[config.mk]
export PLATFORM = sky130hd
export DESIGN_NAME = fetch_queue
export DESIGN_NICKNAME = d
export VERILOG_FILES = /design/src/rtl/fetch_queue.sv
export SDC_FILE = /design/constraint.sdc
export NUM_CORES = 1
export LEC_CHECK = 0
export CORE_ASPECT_RATIO = 1.5
export CORE_MARGIN = 2
export CORE_UTILIZATION = 35
export CTS_CLUSTER_DIAMETER = 30
export DETAILED_ROUTE_END_ITERATION = 10
export GPL_ROUTABILITY_DRIVEN = 0
export GPL_TIMING_DRIVEN = 0
export PLACE_DENSITY = 0.6
export SLEW_MARGIN = 15
export SYNTH_ARGS = -nofsm -noshare
export SYNTH_HDL_FRONTEND = slang
export SYNTH_SLANG_ARGS = --single-unit
[constraint.sdc]
create_clock -name clk -period 5.65 [get_ports clk]
set_input_delay 0.8475 -clock clk [delete_from_list [all_inputs] [get_ports clk]]
set_output_delay 0.8475 -clock clk [all_outputs]
set_load 0.1 [all_outputs]
[src/rtl/fetch_queue.sv]
// Instruction-fetch queue: issues word-aligned fetch requests, buffers the
// in-order memory responses and presents {pc, instr} pairs to decode.
// A redirect flushes the queue and converts still-unfilled entries into a
// drop count so their late responses are discarded.
module fetch_queue #(
  parameter int unsigned DEPTH        = 4,
  parameter logic [31:0] RESET_VECTOR = 32'h0000_0000
) (
  input  logic        clk,
  input  logic        rst,
  input  logic        redirect_valid,
  input  logic [31:0] redirect_pc,
  output logic        imem_req_valid,
  output logic [31:0] imem_req_addr,
  input  logic        imem_req_ready,
  input  logic        imem_rsp_valid,
  input  logic [31:0] imem_rsp_data,
  output logic        out_valid,
  output logic [31:0] out_pc,
  output logic [31:0] out_instr,
  input  logic        out_ready
);

  localparam int unsigned PW = $clog2(DEPTH);
  localparam int unsigned CW = PW + 1;
  localparam logic [CW:0] DEPTH_W = (CW+1)'(DEPTH);

  logic [31:0]      fetch_pc;
  logic [31:0]      ent_pc    [DEPTH];
  logic [31:0]      ent_instr [DEPTH];
  logic [DEPTH-1:0] ent_filled;
  logic [PW-1:0]    alloc_ptr;
  logic [PW-1:0]    head_ptr;
  logic [PW-1:0]    fill_ptr;
  logic [CW-1:0]    alloc_cnt;
  logic [CW-1:0]    unfilled_cnt;
  logic [CW-1:0]    drop_cnt;

  logic [CW:0]      occupancy;
  logic             accept;
  logic             pop;
  logic             rsp_drop;
  logic             rsp_fill;
  logic             rsp_consumed;
  logic             redirect_lsb_unused;

  // Request/output handshakes and response routing for the current cycle.
  always_comb begin
    occupancy           = {1'b0, alloc_cnt} + {1'b0, drop_cnt};
    imem_req_valid      = rst && !redirect_valid && (occupancy < DEPTH_W);
    imem_req_addr       = fetch_pc;
    out_valid           = ent_filled[head_ptr] && !redirect_valid;
    out_pc              = ent_pc[head_ptr];
    out_instr           = ent_instr[head_ptr];
    accept              = imem_req_valid && imem_req_ready;
    pop                 = out_valid && out_ready;
    rsp_drop            = imem_rsp_valid && (drop_cnt != '0);
    rsp_fill            = imem_rsp_valid && (drop_cnt == '0) && (unfilled_cnt != '0);
    rsp_consumed        = imem_rsp_valid && ((drop_cnt != '0) || (unfilled_cnt != '0));
    redirect_lsb_unused = ^redirect_pc[1:0];
  end

  // Fetch address, queue storage, pointers and counters.
  always_ff @(posedge clk or negedge rst) begin
    if (!rst) begin
      fetch_pc     <= RESET_VECTOR;
      ent_filled   <= '0;
      alloc_ptr    <= '0;
      head_ptr     <= '0;
      fill_ptr     <= '0;
      alloc_cnt    <= '0;
      unfilled_cnt <= '0;
      drop_cnt     <= '0;
      for (int unsigned i = 0; i < DEPTH; i++) begin
        ent_pc[i]    <= '0;
        ent_instr[i] <= '0;
      end
    end else if (redirect_valid) begin
      // Unfilled entries still have responses coming back; they become drops.
      // A response landing in this very cycle is absorbed by the subtraction.
      fetch_pc     <= {redirect_pc[31:2], 2'b00};
      ent_filled   <= '0;
      alloc_ptr    <= '0;
      head_ptr     <= '0;
      fill_ptr     <= '0;
      alloc_cnt    <= '0;
      unfilled_cnt <= '0;
      drop_cnt     <= drop_cnt + unfilled_cnt - CW'(rsp_consumed);
    end else begin
      if (accept) begin
        ent_pc[alloc_ptr]     <= fetch_pc;
        ent_filled[alloc_ptr] <= 1'b0;
        alloc_ptr             <= alloc_ptr + 1'b1;
        fetch_pc              <= fetch_pc + 32'd4;
      end
      if (rsp_drop) begin
        drop_cnt <= drop_cnt - 1'b1;
      end
      if (rsp_fill) begin
        ent_instr[fill_ptr]  <= imem_rsp_data;
        ent_filled[fill_ptr] <= 1'b1;
        fill_ptr             <= fill_ptr + 1'b1;
      end
      if (pop) begin
        ent_filled[head_ptr] <= 1'b0;
        head_ptr             <= head_ptr + 1'b1;
      end
      alloc_cnt    <= alloc_cnt + CW'(accept) - CW'(pop);
      unfilled_cnt <= unfilled_cnt + CW'(accept) - CW'(rsp_fill);
    end
  end

  // Memory-side protocol sanity: responses only for outstanding requests.
  always_ff @(posedge clk) begin
    if (rst) begin
      assert (!(imem_rsp_valid && (unfilled_cnt == '0) && (drop_cnt == '0)));
      assert ({1'b0, alloc_cnt} <= DEPTH_W);
    end
  end

endmodule
# Word level (Yosys, flattened, before mapping)
# Index checks and enable logic that the tools add are counted.
# W data, S select, Z words.
# word_totals
regBits,307
elab_cells,112
out_inout_bits,98
input_bits,70
# classes
bitwise_logic,9
mux,38
n_lt_le_gt_ge,12
n_addsub,12
n_reduce_logical,25
# op_table
operator,n
$bwmux W128,2
$mux W32,8
$bmux W32 S2,2
$demux W32 S2,2
$add A32 B3 Y32 const B,1
$mux W4,6
$logic_and A1 B1 Y1,14
$mux W2,6
$mux W3,4
$ge A3 B3 Y1 const B,3
$lt A2 B3 Y1 const B,3
$not A2 Y3,3
$sub A3 B1 Y3,3
$and A4 B4 Y4,2
$not A4 Y4,2
$reduce_bool A2 Y1,4
$add A2 B1 Y2 const B,3
$add A3 B1 Y3,2
$demux W1 S2,3
$ge A2 B1 Y1 const B,3
$lt A3 B1 Y1 const B,2
$reduce_bool A3 Y1,2
$add A3 B3 Y4,1
$lt A4 B3 Y1 const B,1
10 further kinds,14

# Logic depth before layout (Yosys ltp)
# Gate-level depths: netlist (run 1).
# logic_depth
ltp_word,14
mapped_depth,13
ltp_nobuf,13

# Worst setup path after synthesis (run 1)
# Ideal clock, no wire load.
# synth_path
path_type,in2reg
start,in redirect_valid
end,reg unfilled_cnt[2]
path_slack_ns,2.664
setup_ns,0.132
arrival_ns,2.854
n_path_buf,1
path_stages,12
path_cell_list,nor3_1 and4_2 clkinv_1 clkbuf_1 ha_1 inv_1 ha_1 inv_1 fa_1 xnor2_1 xnor2_1 nor2_1
# synth_via
elab_chain_cells,7
# synth_rtl
item,line_no,text
"start, declared",11,"input logic redirect_valid,"
$logic_not A1 Y1,50,imem_req_valid = rst && !redirect_valid && (occupancy < DEPTH_W);
$logic_and A1 B1 Y1 (2 in series),50,
$logic_and A1 B1 Y1,55,accept = imem_req_valid && imem_req_ready;
$add A3 B1 Y3,109,unfilled_cnt <= unfilled_cnt + CW'(accept) - CW'(rsp_fill);
$sub A3 B1 Y3,109,
$mux W3 (*),78,end else if (redirect_valid) begin
"end signal, assigned",109,
"end, declared",36,logic [CW-1:0] unfilled_cnt;
# Mark *: on every way between the ends. The rest lies on a longest branch, timed or not.
# A chain may end at the register's enable or synchronous reset.

# Final worst setup path (run 1)
# layout_path
start,reg head_ptr[1]
end,out out_pc[18]
# layout_via
elab_chain_cells,4
# layout_rtl
item,line_no,text
"start, declared",33,logic [PW-1:0] head_ptr;
"start signal, assigned",106,head_ptr <= head_ptr + 1'b1;
$not A2 Y3 (not written as such),53,out_pc = ent_pc[head_ptr];
$bmux W32 S2,53,
$mux W32 (not written as such) (2 in series),53,
"end, declared",19,"output logic [31:0] out_pc,"
# Every way passes these cells. The select of a mux whose other input is x is not followed.

==> results.sh, run 1 <==
export IMPL_r2r_slack_ns=2.25
export IMPL_critPathArrivalTime_ns=3.81
export IMPL_yosysMostFrequentCell="dfrtp_1"
export IMPL_via_per_inst=5.13
export IMPL_num_io_pins=168
export IMPL_hp_class="primary input to async pin"
export IMPL_drv_cap=0
export IMPL_cts_root_buf="clkbuf_16"
export IMPL_syn2layout_area_growth_pct=31.2
export IMPL_grt_max_degree=102
export IMPL_finalCritPeriodShare_pct=82.4
export IMPL_rsz0062_at_grt="false"
export IMPL_fin_area_mm2=0.0181
export IMPL_htreeDepth=2
export IMPL_worst_path_dominant_cell_family="buffers and inverters"
export IMPL_synthTopCellsByCount="dfrtp_1, mux2_2, mux4_2, nand2_1, o21ai_0"
export IMPL_endpoint_kind="output port"
export IMPL_fillCellCount=3467
export IMPL_cts_sinks=297
export IMPL_synth_top_area_share_pct=53.9
export IMPL_crit_path_top_delay_cell="clkdlybuf4s50_1"
export IMPL_worstPathRequired_ns=4.80
export IMPL_dp_hpwl_um=23900
export IMPL_routed_wirelength_um=34800
export IMPL_switchingPower_w=0.00333
export IMPL_clkPwrFrac_pct=38.6
export IMPL_rr_worst_depth=13
export IMPL_via_count=8857
export IMPL_drv_slew=0
export IMPL_combPwrFrac_pct=31.7
export IMPL_crit_chain="clkbuf_1 > clkbuf_1 > mux4_2 > clkdlybuf4s50_1"
export IMPL_netlist_instances=960
export IMPL_fmax_ghz=0.215
export IMPL_ir_drop_v=0.000296
export IMPL_synth_top_cell_by_area="dfrtp_1"
export IMPL_timing_final_crit_period_ns=4.66
export IMPL_wl_met1_um=14200
export IMPL_postCtsSetupBuffers=0
export IMPL_cts_hold_buf=0
export IMPL_seq_area_mm2=0.00743
export IMPL_syn_avg_cell_area_um2=14.4
export IMPL_ys_flop_type="dfrtp_1"
export IMPL_syn_area_mm2=0.0138
export IMPL_synth_async_reset_ratio_pct=100
export IMPL_antenna_cells=0
export IMPL_rr_endpoint="unfilled_cnt[2]"
export IMPL_fp_dieH_um=247
export IMPL_initial_core_util_pct=35.3
export IMPL_synth_area_leaders="dfrtp_1, mux2_2, mux4_2, ha_1, nand2_1"
export IMPL_p_int_w=0.00565
export IMPL_ys_seq_area_share_pct=53.9
export IMPL_placed_cell_area_mm2=0.0161
export IMPL_p_leak_nw=8.21
export IMPL_fin_hold_ws_ns=0.215
export IMPL_wl_per_cell_um=20.1
export IMPL_insertion_delay_ns=0.58
export IMPL_antenna_found_initial=2
export IMPL_route_top_layer_used="met5"
export IMPL_wl_met2_um=17700
export IMPL_grt_pass1_wl_um=55100
export IMPL_cp_start_kind="flop"
export IMPL_drc_errors=0
export IMPL_drtIter0Drc=439
export IMPL_fp_dieW_um=166
export IMPL_switching_share_pct=37.1
export IMPL_path_clk_slew_ns=0.05
export IMPL_grt_pass1_vias=9542
export IMPL_core_rowCount=89
export IMPL_nets=1280
export IMPL_synth_edf_count=0
export IMPL_r2r_start="drop_cnt[2]"
export IMPL_postRouteAntennaNets=0
export IMPL_cts_resized=0
export IMPL_status="complete, no violations"
export IMPL_finClkSkew_ns=0.0232
export IMPL_cpPeakStageDelay_ns=1.20
export IMPL_cts_tree="built"
export IMPL_gr_total_overflow=0
export IMPL_crit_path_frequent_cell="clkbuf_1"
export IMPL_hold_viol=0
export IMPL_io_buffers=161
export IMPL_wl_met3_um=1630
export IMPL_path_max_fanout=10
export IMPL_path_class="flop to output port"
export IMPL_numCtsBuffers=54
export IMPL_cellPowerDensity_mw_per_mm2=496
export IMPL_core_area_mm2=0.0391
export IMPL_multi_input_area_mm2=0.00590
export IMPL_tightest_slew_ns=1.07
export IMPL_yosysWarnings=0
export IMPL_pwr_share_seq_pct=29.7
export IMPL_grtUsageTotal_pct=17.2
export IMPL_crit_buf_inv=3
export IMPL_drive_above_1_share_pct=36.8
export IMPL_slew_headroom_pct=28.5
export IMPL_clockBufferDepth=3
export IMPL_ys_types=52
export IMPL_fp_dieArea_mm2=0.0410
export IMPL_ys_ff_latch=297
export IMPL_finalSetupViolCount=0
export IMPL_drt_first_pass_iters=4
registers in the layout (all words and copies together) (netlist names):
register / count
ent_instr: 128
alloc_cnt: 3
unfilled_cnt: 3
ent_pc: 120
drop_cnt: 3
alloc_ptr: 2
ent_filled: 4
fill_ptr: 2
imem_req_addr: 30
head_ptr: 2
layout make-up:
type	instances	area share, %
flip-flops and latches	297	41.1
multi-input cells	574	32.6
repair buffers	164	9.39
clock buffers	69	8.17
well taps	500	3.46
clock inverters	32	2.73
plain buffers	69	2.08
inverters	23	0.477
stage by stage:
step | cells | worst slack (ns) | setup TNS (ns) | util (%) | power, W
after floorplan | 963 | 2.66 | 0 | - | 0.00484
final | 1728 | 0.994 | 0 | 46.3 | 0.00898
after CTS | 1728 | 0.873 | 0 | 46.3 | 0.00908
after global routing | 1728 | 0.871 | 0 | 46.3 | 0.00933
after global placement | 1624 | -9.23 | -4002.07 | 41.0 | 0.00553
after detailed placement | 1627 | 1.09 | 0 | 41.2 | 0.00557
power by group through the flow:
stage          logic, W  registers (W)  clock network, W
2_1_floorplan   0.00202        0.00281                 0
3_3_place_gp    0.00284        0.00269                 0
3_5_place_dp    0.00287        0.00270                 0
4_1_cts         0.00288        0.00267           0.00353
5_1_grt         0.00298        0.00271           0.00364
6_report        0.00285        0.00267           0.00347
how the worst max path moves through the flow:
stage / to / slack (ns) / startpoint / cells past startpoint
after global routing: out_pc[18] / 0.87 / head_ptr[1] / 4
final: out_pc[18] / 0.99 / head_ptr[1] / 4
after floorplan: unfilled_cnt[2] / 2.66 / redirect_valid / 12
after CTS: out_pc[18] / 0.87 / head_ptr[1] / 4
after global placement: ent_pc[52] / -9.23 / rst / 1
after detailed placement: unfilled_cnt[2] / 1.09 / rst / 14
kinds of logic after synthesis:
| family | Yosys count | share of synthesized area [%] |
|---|---|---|
| xor+xnor | 14 | 0.889 |
| buf+inv | 92 | 3.36 |
| flops | 297 | 53.9 |
| fa+ha+maj | 27 | 2.61 |
| simple gates | 143 | 5.50 |
| mux | 302 | 29.8 |
| compound gates | 84 | 3.91 |
| other cells | 1 | 0.0272 |
placed cells by master (no fill, tap or decap), types with 7 or more instances in the layout:
| cell type | n |
|---|---|
| clkbuf_8 | 10 |
| clkbuf_16 | 54 |
| and3_1 | 9 |
| nand2_1 | 54 |
| dfrtp_1 | 297 |
| clkbuf_1 | 30 |
| nor2_1 | 19 |
| buf_4 | 14 |
| mux4_2 | 63 |
| o21ai_0 | 36 |
| inv_1 | 22 |
| a31oi_1 | 7 |
| o211ai_1 | 7 |
| and2_1 | 7 |
| buf_2 | 26 |
| bufinv_16 | 10 |
| clkdlybuf4s50_1 | 160 |
| clkinvlp_4 | 7 |
| mux2_2 | 236 |
| ha_1 | 24 |
| nand4_1 | 7 |
| nand3_1 | 20 |
| xnor2_1 | 10 |
per-layer routing:
layer  track usage [%]  up-vias
met1              21.4     4546
li1                  -     4000
met4              6.88        4
met5                 0        -
met3              3.01       83
met2              29.6      224
Note: power is estimated with default switching activity, not from simulation.
==> run 2, diff against run 1 <==
==> constraint.sdc (replaced) <==
create_clock -name clk -period 4.9 [get_ports clk]
set_input_delay 0.735 -clock clk [delete_from_list [all_inputs] [get_ports clk]]
set_output_delay 0.735 -clock clk [all_outputs]
set_load 0.1 [all_outputs]
==> results of run 2 <==
The final DEF is identical to that of run 1. Status: complete, no violations.
Main changes from that run: setup slack after placement 1.09 ns -> 0.448 ns; setup slack after layout 0.994 ns -> 0.356 ns; hold slack 0.215 ns -> 0.102 ns; register-to-register setup slack 2.25 ns -> 1.50 ns; total power 0.00898 W -> 0.0104 W; worst IR drop on VDD 0.000296 V -> 0.000342 V
